[config.mk]
export PLATFORM = sky130hd
export DESIGN_NAME = psc_trigger_scheduler
export DESIGN_NICKNAME = d
export VERILOG_FILES = /design/src/rtl/psc_trigger_scheduler.sv
export SDC_FILE = /design/constraint.sdc
export NUM_CORES = 1
export LEC_CHECK = 0
export BUFFER_PORTS_ARGS = -buffer_cell sky130_fd_sc_hd__buf_2
export CORE_ASPECT_RATIO = 0.8
export CORE_MARGIN = 5
export CORE_UTILIZATION = 60
export CTS_CLUSTER_DIAMETER = 100
export DETAILED_ROUTE_END_ITERATION = 8
export PLACE_DENSITY = 0.88
export SYNTH_ARGS = -nofsm -noshare
export SYNTH_HDL_FRONTEND = slang
export SYNTH_SLANG_ARGS = --single-unit
[constraint.sdc]
create_clock -name clk -period 4.65 [get_ports clk]
set_clock_uncertainty 0.05 [all_clocks]
set_input_delay 0.2325 -clock clk [delete_from_list [all_inputs] [get_ports clk]]
set_output_delay 0.2325 -clock clk [all_outputs]
set_load 0.005 [all_outputs]
[src/rtl/psc_trigger_scheduler.sv]
//==============================================================================
// Module : psc_trigger_scheduler
// Brief  : Free-running frame counter plus per-channel frame-aligned trigger
//          windows with a one-deep pending queue and sticky overrun flags.
// Rev    : 1.0 - initial multi-channel release
//==============================================================================
`default_nettype none

module psc_trigger_scheduler #(
  parameter int NUM_CH      = 4,
  parameter int FRAME_LEN   = 10,
  parameter int CNT_W       = 4,
  parameter int HOLD_FRAMES = 1
) (
  input  logic              clk,
  input  logic              reset,
  input  logic [NUM_CH-1:0] trigger_pulse,
  input  logic              miss_clear,
  output logic [CNT_W-1:0]  tx_counter,
  output logic              frame_start,
  output logic [NUM_CH-1:0] is_trigger,
  output logic [NUM_CH-1:0] trig_busy,
  output logic [NUM_CH-1:0] missed_pulse
);

  localparam int              HOLD_W    = (HOLD_FRAMES > 1) ? $clog2(HOLD_FRAMES) : 1;
  localparam logic [CNT_W-1:0]  LAST_SLOT = CNT_W'(FRAME_LEN - 1);
  localparam logic [HOLD_W-1:0] HOLD_LAST = HOLD_W'(HOLD_FRAMES - 1);

  typedef enum logic [1:0] {
    ST_IDLE = 2'd0,
    ST_WAIT = 2'd1,
    ST_LOAD = 2'd2
  } state_t;

  logic [CNT_W-1:0] cnt;
  logic             tx_done;

  assign tx_done     = (cnt == LAST_SLOT);
  assign tx_counter  = cnt;
  assign frame_start = (cnt == '0);

  always_ff @(posedge clk) begin
    if (reset) begin
      cnt <= '0;
    end else if (tx_done) begin
      cnt <= '0;
    end else begin
      cnt <= cnt + 1'b1;
    end
  end

  for (genvar ch = 0; ch < NUM_CH; ch++) begin : g_ch
    state_t            state, state_nx;
    logic [HOLD_W-1:0] hold, hold_nx;
    logic              pend, pend_nx;
    logic              miss, miss_set;
    logic              pulse;

    assign pulse = trigger_pulse[ch];

    always_comb begin
      state_nx = state;
      hold_nx  = hold;
      pend_nx  = pend;
      miss_set = 1'b0;
      case (state)
        ST_IDLE: begin
          if (pulse) state_nx = ST_WAIT;
        end
        ST_WAIT: begin
          if (pulse) begin
            if (pend) miss_set = 1'b1;
            else      pend_nx  = 1'b1;
          end
          if (tx_done) begin
            state_nx = ST_LOAD;
            hold_nx  = '0;
          end
        end
        ST_LOAD: begin
          if (tx_done && (hold == HOLD_LAST)) begin
            // A pulse arriving as the queued one is consumed re-arms the queue
            if (pend) begin
              state_nx = ST_WAIT;
              pend_nx  = pulse;
            end else if (pulse) begin
              state_nx = ST_WAIT;
            end else begin
              state_nx = ST_IDLE;
            end
          end else begin
            if (tx_done) hold_nx = hold + 1'b1;
            if (pulse) begin
              if (pend) miss_set = 1'b1;
              else      pend_nx  = 1'b1;
            end
          end
        end
        default: begin
          state_nx = ST_IDLE;
          hold_nx  = '0;
          pend_nx  = 1'b0;
        end
      endcase
    end

    always_ff @(posedge clk) begin
      if (reset) begin
        state <= ST_IDLE;
        hold  <= '0;
        pend  <= 1'b0;
        miss  <= 1'b0;
      end else begin
        state <= state_nx;
        hold  <= hold_nx;
        pend  <= pend_nx;
        miss  <= miss_set | (miss & ~miss_clear);
      end
    end

    assign is_trigger[ch]   = (state == ST_LOAD);
    assign trig_busy[ch]    = (state != ST_IDLE);
    assign missed_pulse[ch] = miss;
  end

endmodule

`default_nettype wire
# Word-level counts from Yosys, hierarchy flattened
# Cells that the tools add are included.
# totals
ff_bits,24
inputBits,7
output_inout_bits,17
# classes
n_addsub,5
eq_ne,29
mux,66
n_bitwise,17
n_reduce_logical,22
# op_table
cell,count
1-bit two-way mux,41
"2-bit != test, second input constant",12
1-bit case mux with 3 select lines,8
2-bit case mux with 3 select lines,4
2-bit two-way mux,9
"2-bit by 1-bit != test with 1-bit output, second input constant",8
4-bit AND reduction,4
3-bit AND reduction,4
1-bit NOT,9
"2-bit by 1-bit == test with 1-bit output, second input constant",4
"2-bit == test, second input constant",4
2-bit zero test,4
1-bit case mux with 2 select lines,4
2-bit nonzero test,4
"1-bit adder, second input constant",4
"4-bit by 1-bit adder with 4-bit output, second input constant",1
1-bit AND,4
"4-bit == test, second input constant",1
1-bit logical AND,4
4-bit zero test,1
1-bit bitwise OR,4
2-bit OR reduction,1

# Logic depth before layout (Yosys ltp)
# Gate-level depths: netlist (run 1).
# logic_depth
depth_word,5
depth_mapped,7

# Worst setup path after synthesis (run 1)
# OpenSTA, ideal clock, no wires.
# synth_timing
path_kind,register to register
start,register cnt[0] (netlist: tx_counter[0])
end,register g_ch[3].pend
setup_ns,0.125
t_arrival_ns,1.653
required_ns,4.475
setup_slack_ns,2.822
stages_incl_launch_ff,7
path_buffers,1
period_less_slack_ns,1.828
path_cell_list,dfxtp_1 > ha_1 > nand3b_4 > buf_6 > or3_1 > maj3_2 > o2bb2ai_1
# synth_between
elab_chain_cells,4
# synth_lines
item,line_no,source
start: declaration,36,logic [CNT_W-1:0] cnt;
start signal: assignment,49,cnt <= cnt + 1'b1;
4-bit == test,39,assign tx_done = (cnt == LAST_SLOT);
1-bit logical AND,82,if (tx_done && (hold == HOLD_LAST)) begin
1-bit two-way mux,82,
1-bit case mux with 3 select lines,67,case (state)
end signal: assignment,117,pend <= pend_nx;
end: declaration,56,"logic pend, pend_nx;"
# Every way passes these cells.
# A chain may end at the register's enable or synchronous reset.

# Final worst setup path (run 1)
# layout_timing
start,register cnt[0] (netlist: tx_counter[0])
end,register g_ch[1].state[1]
# layout_between
elab_chain_cells,4
word_cells_on_any_way,5
cone_classes,3 x eq/ne; 2 x reduce/logical
# layout_lines
item,line_no,source
4-bit == test *,39,
1-bit logical AND,82,
2-bit by 1-bit != test with 1-bit output (no source line),-,
3-bit AND reduction (no source line) *,-,
end signal: assignment,115,state <= state_nx;
end: declaration,54,"state_t state, state_nx;"
# Every way passes the cells marked *; elsewhere a longest branch is shown, timed or not.

==> impl_summary.log, run 1 <==
INFO  metric portion_of_the_post_synthesis_area_used_by_sequential_elements = 0.312
INFO  metric drcViolationCount = 0
INFO  metric max_slew_violations = 0
INFO  metric setup_ws = 2.64 ns
INFO  metric initial_antenna_violation_count = 0
INFO  metric gp_routability_congestion = 0.861
INFO  metric flow.area_growth_from_synthesis = 8.30%
INFO  metric synth-compound-area-share = 0.142
INFO  metric worstSetupStartpointType = flop
INFO  metric postSynth.topFlopCell = sky130_fd_sc_hd__dfxtp_1
INFO  metric place_hpwl = 2.31 mm
INFO  metric synth-adder-area-share = 0.183
INFO  metric cts_buffer_depth = 2
INFO  metric main_combinational_cell_family_by_area_after_synthesis = simple AND/OR/NAND/NOR gates
INFO  metric most_frequent_cells_in_the_layout = sky130_fd_sc_hd__dfxtp_1, sky130_fd_sc_hd__buf_2, sky130_fd_sc_hd__ha_1, sky130_fd_sc_hd__inv_1, sky130_fd_sc_hd__a21oi_1
INFO  metric tritoncts.num_buffers = 3
INFO  metric dpl_worst_slack = 2.64 ns
INFO  metric final_nets = 214
INFO  metric grt_pass1_vias = 1201
INFO  metric final_area = 0.00167 mm^2
INFO  metric grt_remaining_overflow = 0
INFO  metric grt_start_max_net_pins = 28
INFO  metric p_leak = approximately 0.76 nW
INFO  metric rsz_0062_raised_after_global_routing = false
INFO  metric worst_slack_on_hold_paths = 0.156 ns
INFO  metric crit_fanout = 11
INFO  metric clock_insertion_delay_worst_skew = approximately 0.32 ns
INFO  metric die_x = around 67 um
INFO  metric post_synth_edffs = 0
INFO  metric mappedNetlistNets = between 150 and 200
INFO  metric dr_total_vias = ~1200
INFO  metric initial_utilization = 0.630
INFO  metric synth_warnings = 0
INFO  metric max-vdd-ir-drop = 0.336 mV
INFO  metric detail_route.wl_per_cell = 13.5 um
INFO  metric postSynthCellCount = ~170
INFO  metric aggregate_global_route_resource_usage = 0.176
INFO  metric clock_sinks = 24
INFO  metric syn_area_per_cell = around 9.1 um^2
INFO  metric drtIter0Drc = 84
INFO  metric ant_nets = 0
INFO  metric place_area = 0.00163 mm^2
INFO  metric cp_data_arrival_time = 2.18 ns
INFO  metric design.die.area = around 0.0037 mm^2
INFO  metric core_area = 0.00244 mm^2
INFO  metric timing.setup.tns = 0 ns
INFO  metric final_layout_size_suffix_gt1_frac = 0.194
INFO  metric finalHoldViolCount = 0
INFO  metric mappedNetlistArea = 0.00154 mm^2
INFO  metric first_pass_grt_wire_length = 5.24 mm
INFO  metric ctsResizeCount = 0
INFO  metric postLayoutCoreUtil = 0.682
INFO  metric top_level_ports = 24
INFO  metric floorplan.die.height = 55.3 um
INFO  metric drt_first_pass_iters = 4
INFO  metric synthXorXnorAreaFrac = 0.0114
INFO  metric placement_rows = 16
INFO  metric layout.cells.most_common = sky130_fd_sc_hd__dfxtp_1
INFO  metric criticalPathCategory = reg2reg
INFO  metric async_reset_ff_frac = 0
INFO  metric num_antenna_cells = 0
INFO  metric period_share = 0.433
INFO  metric quantity_of_hold_fixing_buffers_added_after_cts = 0
INFO  metric htree_depth = 1
INFO  metric cts_tree = yes
INFO  metric worst_pin_slew = 0.543 ns
INFO  metric wl = 2.99 mm
INFO  metric muxShareOfSynthArea = 0.0325
INFO  metric end_kind = flop
INFO  metric final.min_clock_period = 2.01 ns
INFO  metric total_power_density_per_cell_area = 543 mW/mm^2
INFO  metric outcome = completed
INFO  metric synth_cell_type_count = 38
INFO  metric min_path_type = in2reg
INFO  metric post_synthesis_simple_gate_area_fraction = 0.234
INFO  metric root_buffer = sky130_fd_sc_hd__clkbuf_4
INFO  metric yosys_register_bits = 24
INFO  metric clk_pin_slew_worst_paths = 0.14 ns
INFO  metric worst_ep_required_time = ~4.8 ns
INFO  metric via_per_inst = between 5 and 6
INFO  metric clock.fmax = 496 MHz
INFO  metric relSlewSlack = 0.638
INFO  metric cts.repair_timing.setup_buffer_count = 0
INFO  metric numPortBuffers = 23
INFO  metric setup_violations = 0
INFO  metric max_cap_viol_count = 0
-- worst max-delay path: stages, from the launching register on --
cell,delay (ns)
sky130_fd_sc_hd__dfxtp_1,0.45
sky130_fd_sc_hd__ha_1,0.37
sky130_fd_sc_hd__nand3b_4,0.19
sky130_fd_sc_hd__a222oi_1,0.56
sky130_fd_sc_hd__mux2i_1,0.25
sky130_fd_sc_hd__nor2_1,0.05
-- cell usage after synthesis, drive strengths merged (2+ instances only) --
cell     count  area [um^2]
dfxtp       24          480
ha          20          250
inv         16         60.1
a21oi       14         70.1
nor2        11         41.3
buf          8         61.3
nand2        7         26.3
nor3b        7         52.6
nor3         6         30.0
mux2i        5         50.1
or2          5         31.3
nand4bb      4         45.0
nor2b        4         25.0
o21ai        4         20.0
o2bb2ai      4         35.0
a221oi       3         45.0
maj3         3         31.3
or3          3         18.8
and2         2         12.5
clkbuf       2         7.51
nand3        2         10.0
nand4        2         12.5
nor4bb       2         20.0
xnor2        2         17.5
-- state kept, by name (all words and copies together), names as in the netlist --
name / count
g_ch.miss: 4
tx_counter: 4
g_ch.pend: 4
g_ch.state: 8
g_ch.hold: 4
-- kinds of logic (layout without fill, tap and decap cells) --
| group | Yosys count | in the layout |
|---|---|---|
| DFF | 24 | 24 |
| buffers and inverters | 26 | 43 |
| muxes | 5 | 5 |
| AOI/OAI and AO/OA | 31 | 31 |
| and+or+nand+nor | 58 | 58 |
| adders and majority gates | 23 | 23 |
| xor gates and xnor gates | 2 | 2 |
-- final cells by class --
| class | count | area (um^2) |
|---|---|---|
| multi-input cells | 119 | 928 |
| fillers | 205 | 777 |
| flip-flops and latches | 24 | 480 |
| repair buffers | 23 | 115 |
| inverters | 16 | 60.1 |
| well taps | 36 | 45.0 |
| clock buffers | 4 | 36.3 |
-- through the flow --
step                      power, mW  cells
after floorplan               0.658    169
after global placement        0.753    218
after detailed placement      0.789    218
after CTS                     0.904    222
after global routing          0.985    222
final                         0.904    222
-- report_power, final --
group | internal (mW) | switching, mW | total, mW
Sequential | 0.245 | 0.0435 | 0.288
Clock | 0.0479 | 0.0647 | 0.113
Combinational | 0.233 | 0.270 | 0.503
Total | 0.525 | 0.379 | 0.904
-- worst paths after layout --
| check | startpoint | to | slack, ns | depth (start not counted) |
|---|---|---|---|---|
| hold reg to reg | g_ch[2].miss | g_ch[2].miss | 0.42 | 2 |
| setup / recovery | tx_counter[0] | g_ch[1].state[1] | 2.64 | 5 |
| hold / removal | miss_clear | g_ch[2].miss | 0.16 | 4 |
| setup reg to reg | tx_counter[0] | g_ch[1].state[1] | 2.64 | 5 |
-- routing by layer --
metal	track usage	wire (um)	vias to the layer above
li1	-	-	622
met1	0.226	1370	562
met2	0.301	1490	26
met3	0.0365	129	2
met4	0.0377	8	0
met5	0	0	-
Power figures use the tool's default switching activity.
==> run 2, diff against run 1 <==
CORE_UTILIZATION = 50   (was 60)
PLACE_DENSITY = 0.78   (was 0.88)
clock period = 1.65 ns   (was 4.65 ns; I/O delays follow)
==> run 2 against run 1 <==
Effect of this change:
- the flow now finishes with violations (negative setup slack)
- via count rose by 11%
- die area rose by 17%
- cell area rose by 18%
- fmax rose by 17%
- clock power rose to 4.6 times the previous value
- largest cell class unchanged
- highest routed layer unchanged
==> impl_summary.log, run 2 (same netlist as run 1, synthesis figures left out) <==
INFO  metric outcome = finished with violations
INFO  metric violations = negative setup slack
INFO  metric flow.area_growth_from_synthesis = 27.3%
INFO  metric worst_setup_path_endpoint = g_ch[1].state[0]
INFO  metric max_slew_violations = 0 (unchanged)
INFO  metric place_hpwl = 2.58 mm (+12%)
INFO  metric top_level_ports = 24 (unchanged)
INFO  metric initial_utilization = 0.510 (-0.120)
INFO  metric p_leak = 0.885 nW (+17%)
INFO  metric placed_cells_incl_taps = 237 (+8.7%)
INFO  metric grt_start_max_net_pins = 28 (unchanged)
INFO  metric tritoncts.num_buffers = 3 (unchanged)
INFO  metric first_pass_grt_wire_length = 5.73 mm (+9.2%)
INFO  metric total_power_density_per_cell_area = 1580 mW/mm^2 (+190%)
INFO  metric wl = 3.53 mm (+18%)
INFO  metric setup_violations = 3 (+3)
INFO  metric cp_data_arrival_time = 1.82 ns (-0.36 ns)
INFO  metric final_layout_size_suffix_gt1_frac = 0.333 (+0.140)
INFO  metric drt_first_pass_iters = 4 (unchanged)
INFO  metric largest_register = g_ch.state
INFO  metric gp_routability_congestion = 0.892 (+3.6%)
INFO  metric die_x = 72 um (+8.1%)
INFO  metric cts_buffer_depth = 2 (unchanged)
INFO  metric p_int = 1.91 mW (+260%)
INFO  metric design.die.area = 0.00429 mm^2 (+17%)
INFO  metric rsz_0062_raised_after_global_routing = true
INFO  metric clock.fmax = 581 MHz (+17%)
INFO  metric initial_antenna_violation_count = 0 (unchanged)
INFO  metric ant_nets = 0 (unchanged)
INFO  metric crit_fanout = 5 (-6)
INFO  metric fillCellCount = 234 (+14%)
INFO  metric setup_ws = -0.0711 ns (-2.71 ns)
INFO  metric place_area = 0.00176 mm^2 (+8.1%)
INFO  metric dr_total_vias = 1350 (+11%)
INFO  metric drtIter0Drc = 115 (+37%)
INFO  metric reg2reg_setup_slack = -0.07 ns (-2.71 ns)
INFO  metric grtUsageMet2 = 0.315 (+0.0146)
INFO  metric rr_startpoint = tx_counter[1]
INFO  metric clock_sinks = 24 (unchanged)
INFO  metric net-switching-power = 1.18 mW (+210%)
INFO  metric final.min_clock_period = 1.72 ns (-0.293 ns)
INFO  metric multi_input_area = 0.00101 mm^2 (+9.2%)
INFO  metric floorplan.die.height = 59.6 um (+7.8%)
INFO  metric core_area = 0.00302 mm^2 (+24%)
INFO  metric max-vdd-ir-drop = 0.702 mV (+110%)
INFO  metric layoutNonFillerInstCount = 247 (+11%)
INFO  metric register_area = 489 um^2 (+1.8%)
INFO  metric worstSetupStartpointType = flop
INFO  metric pwr-share-clk = 0.167 (+0.042)
INFO  metric cts_tree = yes
INFO  metric grt_use_met3 = 0.0356 (-0.000918)
INFO  metric regToRegEndpoint = g_ch[1].state[0]
INFO  metric grt_remaining_overflow = 0 (unchanged)
INFO  metric drcViolationCount = 0 (unchanged)
INFO  metric layout.cells.most_common = sky130_fd_sc_hd__buf_2
INFO  metric end_kind = flop
INFO  metric most_frequent_cells_in_the_layout = sky130_fd_sc_hd__buf_2, sky130_fd_sc_hd__buf_4, sky130_fd_sc_hd__ha_1, sky130_fd_sc_hd__dfxtp_1, sky130_fd_sc_hd__inv_1
INFO  metric final_nets = 235 (+9.8%)
INFO  metric p_seq_frac = 0.265 (-0.054)
INFO  metric startpoint = tx_counter[1]
INFO  metric finalHoldViolCount = 0 (unchanged)
INFO  metric ff2ff_path_depth = 7 (+2)
INFO  metric min_path_type = in2reg
INFO  metric worst_ep_required_time = 1.75 ns (-3.07 ns)
INFO  metric grt-busiest-layer = met2
INFO  metric clk_pin_slew_worst_paths = 0.09 ns (-0.05 ns)
INFO  metric via_per_inst = 5.47 (+0.11%)
INFO  metric numPortBuffers = 23 (unchanged)
INFO  metric swShare = 0.381 (-0.0375)
INFO  metric largest_reg_flops = 8 (unchanged)
INFO  metric period_share = 1.04 (+0.610)
INFO  metric max_cap_viol_count = 0 (unchanged)
INFO  metric final_area = 0.00196 mm^2 (+18%)
INFO  metric placement_rows = 18 (+2)
INFO  metric aggregate_global_route_resource_usage = 0.167 (-0.00954)
INFO  metric grtUsageMet1 = 0.192 (-0.0341)
INFO  metric worst_pin_slew = 0.497 ns (-0.0464 ns)
INFO  metric comb_power_share = 0.568 (+0.012)
INFO  metric detail_route.wl_per_cell = 14.3 um (+6.1%)
INFO  metric num_antenna_cells = 0 (unchanged)
INFO  metric clock_insertion_delay_worst_skew = 0.27 ns (-0.05 ns)
INFO  metric grt_pass1_vias = 1333 (+11%)
INFO  metric criticalPathCategory = reg2reg
INFO  metric htree_depth = 1 (unchanged)
INFO  metric root_buffer = sky130_fd_sc_hd__clkbuf_8
INFO  metric worst_slack_on_hold_paths = 0.0764 ns (-0.0791 ns)
INFO  metric relSlewSlack = 0.669 (+0.0309)
[run 2: cell type report]
| type | instances | share of cell area |
|---|---|---|
| inverter | 16 | 0.0307 |
| tap | 40 | 0.0256 |
| clock buffer | 3 | 0.0211 |
| multi-input combinational | 119 | 0.518 |
| sequential | 24 | 0.250 |
| timing repair buffer | 44 | 0.139 |
| clock inverter | 1 | 0.0153 |
[run 2: worst min-delay path by stage]
stage                      from      endpoint  slack [ns]  cells past startpoint
2_1_floorplan  trigger_pulse[2]  g_ch[2].miss        0.20                      2
3_3_place_gp   trigger_pulse[2]  g_ch[2].miss        0.35                      3
3_5_place_dp   trigger_pulse[2]  g_ch[2].miss        0.36                      3
4_1_cts        trigger_pulse[2]  g_ch[2].miss        0.07                      3
5_1_grt        trigger_pulse[2]  g_ch[2].miss         0.1                      3
6_report       trigger_pulse[2]  g_ch[2].miss        0.08                      3
[run 2: power groups by stage]
| stage | sequential, mW | combinational, mW | clock [mW] |
|---|---|---|---|
| detailed placement | 0.817 | 1.58 | 0 |
| global route | 0.836 | 1.94 | 0.543 |
| global placement | 0.802 | 1.49 | 0 |
| finish | 0.818 | 1.75 | 0.515 |
| CTS | 0.808 | 1.61 | 0.524 |
| floorplan | 0.796 | 1.06 | 0 |
[run 2: routing by layer]
metal	up-vias	wire, um
met5	-	0
met4	0	39
met1	639	1540
met3	6	179
li1	664	-
met2	41	1780
[run 2: repair_timing]
action / 4_1_cts / 5_1_grt
hold buffers: 0 / 0
pin swaps: 2 / 5
buffers inserted: 3 / 3
endpoints found under the setup margin: 4 / 11
gates resized for setup: 3 / 9
[run 2: worst max-delay path: stages (launching register included)]
cell                        delay (ns)
sky130_fd_sc_hd__dfxtp_2          0.33
sky130_fd_sc_hd__inv_2            0.07
sky130_fd_sc_hd__ha_4             0.17
sky130_fd_sc_hd__nand4bb_1        0.17
sky130_fd_sc_hd__a222oi_1         0.33
sky130_fd_sc_hd__buf_4            0.20
sky130_fd_sc_hd__mux2i_2          0.22
sky130_fd_sc_hd__nor2_1           0.05
[run 2: through the flow]
| stage | TNS [ns] | util | power, mW | setup WS, ns |
|---|---|---|---|---|
| finish | -0.111 | 0.648 | 3.08 | -0.0711 |
| global route | -0.590 | 0.648 | 3.32 | -0.172 |
| CTS | 0 | 0.616 | 2.94 | 0.00984 |
| detailed placement | -0.0563 | 0.584 | 2.40 | -0.0265 |
| global placement | 0 | 0.584 | 2.29 | 0.0327 |
| floorplan | -0.0160 | - | 1.86 | -0.0160 |
==> run 3, diff against run 2 <==
ABC_AREA = 1   (was not set)
==> run 3 against run 2 <==
Effect of this change:
- the flow now finishes without violations
- cell area down 11%
- synthesized area up 0.90%
- clock power about the same
- worst setup slack better by 0.24 ns
- first-iteration DRC count down 63%
- sequential share of layout area up 2.5 points
- count of clock-buffer cells in the layout unchanged
- synthesized cell count up 28%
- worst hold slack better by 0.0013 ns
- utilization down 7.3 points
- sequential power down 4.8%
- register-to-register slack better by 0.24 ns
- largest power group unchanged
==> impl_summary.log, run 3 <==
INFO  metric outcome = completed
INFO  metric synthMostInstantiatedCell = sky130_fd_sc_hd__nand2_1
INFO  metric setup_violations = 0 (-3)
INFO  metric end_kind = flop
INFO  metric grt_pass1_vias = 1223 (-8.3%)
INFO  metric fillCellCount = 304 (+30%)
INFO  metric mappedNetlistNets = 243 (+24%)
INFO  metric critPathMaxStageDelay = 0.34 ns (about the same)
INFO  metric timing.setup.tns = 0 ns (+0.111 ns)
INFO  metric rr_startpoint = tx_counter[1]
INFO  metric worst_slack_on_hold_paths = 0.0777 ns (+0.00130 ns)
INFO  metric initial_antenna_violation_count = 0 (unchanged)
INFO  metric placement_rows = 18 (unchanged)
INFO  metric worstPathBufferInverterCount = 1 (-1)
INFO  metric rsz_0062_raised_after_global_routing = false
INFO  metric p_leak = 0.863 nW (-2.5%)
INFO  metric cts.repair_timing.setup_buffer_count = 0 (-3)
INFO  metric flow.area_growth_from_synthesis = 12.8%
INFO  metric drtIter0Drc = 42 (-63%)
INFO  metric quantity_of_hold_fixing_buffers_added_after_cts = 0 (unchanged)
INFO  metric die_x = 72.3 um (+0.39%)
INFO  metric cts_buffer_depth = 2 (unchanged)
INFO  metric worst_pin_slew = 0.431 ns (-0.0657 ns)
INFO  metric final.min_clock_period = 1.48 ns (-0.237 ns)
INFO  metric async_reset_ff_frac = 0 (unchanged)
INFO  metric root_buffer = sky130_fd_sc_hd__clkbuf_8
INFO  metric crit_family = simple AND/OR/NAND/NOR gates
INFO  metric postLayoutCoreUtil = 0.576 (-0.0727)
INFO  metric postSynth.topFlopCell = sky130_fd_sc_hd__dfxtp_1
INFO  metric drcViolationCount = 0 (unchanged)
INFO  metric total_power_density_per_cell_area = 1510 mW/mm^2 (-4.4%)
INFO  metric max-vdd-ir-drop = 0.880 mV (+25%)
INFO  metric clock_sinks = 24 (unchanged)
INFO  metric ff2ff_path_depth = 9 (+2)
INFO  metric min_path_type = in2reg
INFO  metric yosys_register_bits = 24 (unchanged)
INFO  metric final_layout_size_suffix_gt1_frac = 0.198 (-0.135)
INFO  metric final_nets = 265 (+13%)
INFO  metric max_cap_viol_count = 0 (unchanged)
INFO  metric finalHoldViolCount = 0 (unchanged)
INFO  metric critical_path_cell_count = 9 (+2)
INFO  metric cp_slowest_cell = sky130_fd_sc_hd__dfxtp_1
INFO  metric portion_of_the_post_synthesis_area_used_by_sequential_elements = 0.310 (-0.00277)
INFO  metric max_slew_violations = 0 (unchanged)
INFO  metric clock.fmax = 674 MHz (+16%)
INFO  metric dr_total_vias = 1303 (-3.5%)
INFO  metric synth_largest_type_area_fraction = 0.310 (-0.00277)
INFO  metric ys_top_cells_by_count = sky130_fd_sc_hd__nand2_1, sky130_fd_sc_hd__inv_1, sky130_fd_sc_hd__nor2_1
INFO  metric numPortBuffers = 23 (unchanged)
INFO  metric num_antenna_cells = 0 (unchanged)
INFO  metric crit_fanout = 4 (-1)
INFO  metric top_level_ports = 24 (unchanged)
INFO  metric initial_utilization = 0.510 (+0.000752)
INFO  metric period_share = 0.899 (-0.144)
INFO  metric ant_nets = 0 (unchanged)
INFO  metric place_hpwl = 2.25 mm (-13%)
INFO  metric gp_routability_congestion = 0.837 (-6.2%)
INFO  metric startpoint = tx_counter[1]
INFO  metric floorplan.die.height = 59.8 um (+0.38%)
INFO  metric grt_start_max_net_pins = 15 (-46%)
INFO  metric layout.cells.most_common = sky130_fd_sc_hd__nand2_1
INFO  metric aggregate_global_route_resource_usage = 0.152 (-0.0147)
INFO  metric synth_cell_type_count = 23 (-39%)
INFO  metric grt_remaining_overflow = 0 (unchanged)
INFO  metric syn_area_per_cell = 7.18 um^2 (-21%)
INFO  metric synth_warnings = 0 (unchanged)
INFO  metric worstSetupStartpointType = flop
INFO  metric design.die.area = 0.00432 mm^2 (+0.77%)
INFO  metric worst_setup_path_endpoint = g_ch[0].state[1]
INFO  metric postSynthCellCount = 216 (+28%)
INFO  metric most_frequent_cells_in_the_layout = sky130_fd_sc_hd__nand2_1, sky130_fd_sc_hd__inv_1, sky130_fd_sc_hd__nor2_1, sky130_fd_sc_hd__dfxtp_1, sky130_fd_sc_hd__buf_2
INFO  metric cp_cell_sequence = inv_1 > ha_1 > nand2_2 > nor2_2 > nand2_1 > nand2_2 > nand2_4 > o21ai_2 > nor2_1
INFO  metric via_per_inst = 4.70 (-14%)
INFO  metric largest_register = g_ch.state
INFO  metric worst_ep_required_time = 1.77 ns (+0.02 ns)
INFO  metric cpMostUsedCell = sky130_fd_sc_hd__nand2_2
INFO  metric drt_first_pass_iters = 4 (unchanged)
INFO  metric reg2reg_setup_slack = 0.17 ns (+0.24 ns)
INFO  metric detail_route.wl_per_cell = 10.6 um (-26%)
INFO  metric core_area = 0.00304 mm^2 (+0.75%)
INFO  metric wl = 2.92 mm (-17%)
INFO  metric synth_largest_area_cell = sky130_fd_sc_hd__dfxtp_1
INFO  metric post_synth_edffs = 0 (unchanged)
INFO  metric htree_depth = 1 (unchanged)
INFO  metric relSlewSlack = 0.712 (+0.0435)
INFO  metric tritoncts.num_buffers = 3 (unchanged)
INFO  metric synth_area_leaders = sky130_fd_sc_hd__dfxtp_1, sky130_fd_sc_hd__ha_1, sky130_fd_sc_hd__nand2_1, sky130_fd_sc_hd__inv_1, sky130_fd_sc_hd__nor2_1
INFO  metric cts_tree = yes
INFO  metric regToRegEndpoint = g_ch[0].state[1]
INFO  metric mappedNetlistArea = 0.00155 mm^2 (+0.90%)
INFO  metric clock_insertion_delay_worst_skew = 0.27 ns (about the same)
INFO  metric cp_data_arrival_time = 1.60 ns (-0.22 ns)
INFO  metric clk_pin_slew_worst_paths = 0.08 ns (about the same)
INFO  metric first_pass_grt_wire_length = 5.20 mm (-9.3%)
INFO  metric largest_reg_flops = 8 (unchanged)
INFO  metric criticalPathCategory = reg2reg
-- run 3: cell type report --
| cell class | count | area (um^2) | area share |
|---|---|---|---|
| clock buffer | 3 | 41.3 | 0.0236 |
| clock inverter | 1 | 30.0 | 0.0172 |
| inverter | 35 | 131 | 0.0751 |
| multi-input combinational | 151 | 901 | 0.515 |
| sequential | 24 | 482 | 0.275 |
| tap | 40 | 50.0 | 0.0286 |
| timing repair buffer | 23 | 115 | 0.0658 |
-- run 3: timing repair --
| item | 4_1_cts | 5_1_grt |
|---|---|---|
| hold endpoints to repair | 0 | 0 |
| setup endpoints to repair | 0 | 9 |
| resized for setup | 0 | 3 |
-- run 3: routing by layer --
| layer | GRT usage | vias to the layer above | wire length (um) |
|---|---|---|---|
| li1 | - | 710 | - |
| met1 | 0.201 | 571 | 1410 |
| met2 | 0.245 | 20 | 1340 |
| met3 | 0.0471 | 2 | 162 |
| met4 | 0.0295 | 0 | 12 |
| met5 | 0 | - | 0 |
-- run 3: stage by stage --
step / total power [mW] / instance area (um^2) / worst slack (ns) / std cells
after global placement: 2.09 / 1670 / 0.166 / 273
after CTS: 2.65 / 1740 / 0.108 / 277
after global routing: 2.93 / 1750 / 0.00448 / 277
final: 2.64 / 1750 / 0.166 / 277
after floorplan: 1.79 / 1550 / 0.292 / 216
after detailed placement: 2.11 / 1670 / 0.157 / 273
-- run 3: how the worst min path moves through the flow --
| stage | from | cells after the start | to | slack (ns) |
|---|---|---|---|---|
| 2_1_floorplan | reset | 3 | g_ch[0].pend | 0.20 |
| 3_3_place_gp | miss_clear | 4 | g_ch[0].miss | 0.36 |
| 3_5_place_dp | miss_clear | 4 | g_ch[3].miss | 0.37 |
| 4_1_cts | miss_clear | 4 | g_ch[3].miss | 0.07 |
| 5_1_grt | miss_clear | 4 | g_ch[3].miss | 0.09 |
| 6_report | miss_clear | 4 | g_ch[3].miss | 0.08 |
-- run 3: worst min-delay path: stages --
cell and delay (ns):
sky130_fd_sc_hd__buf_2 0.07, sky130_fd_sc_hd__inv_1 0.08, sky130_fd_sc_hd__nand2_1 0.07, sky130_fd_sc_hd__a21oi_1 0.05
-- run 3: report_power, final --
group	internal, mW	switching (mW)	total, mW
Sequential	0.684	0.0958	0.779
Clock	0.324	0.189	0.514
Combinational	0.516	0.828	1.34
Total	1.52	1.11	2.64
-- run 3: cells by family (layout without fill, tap and decap cells) --
kind of cell,after synthesis,after routing,share of synthesized area
simple gates,101,101,0.289
buf+inv,41,62,0.114
compound gates,28,28,0.115
flops,24,24,0.310
fa+ha+maj,20,20,0.161
xor+xnor,2,2,0.0113
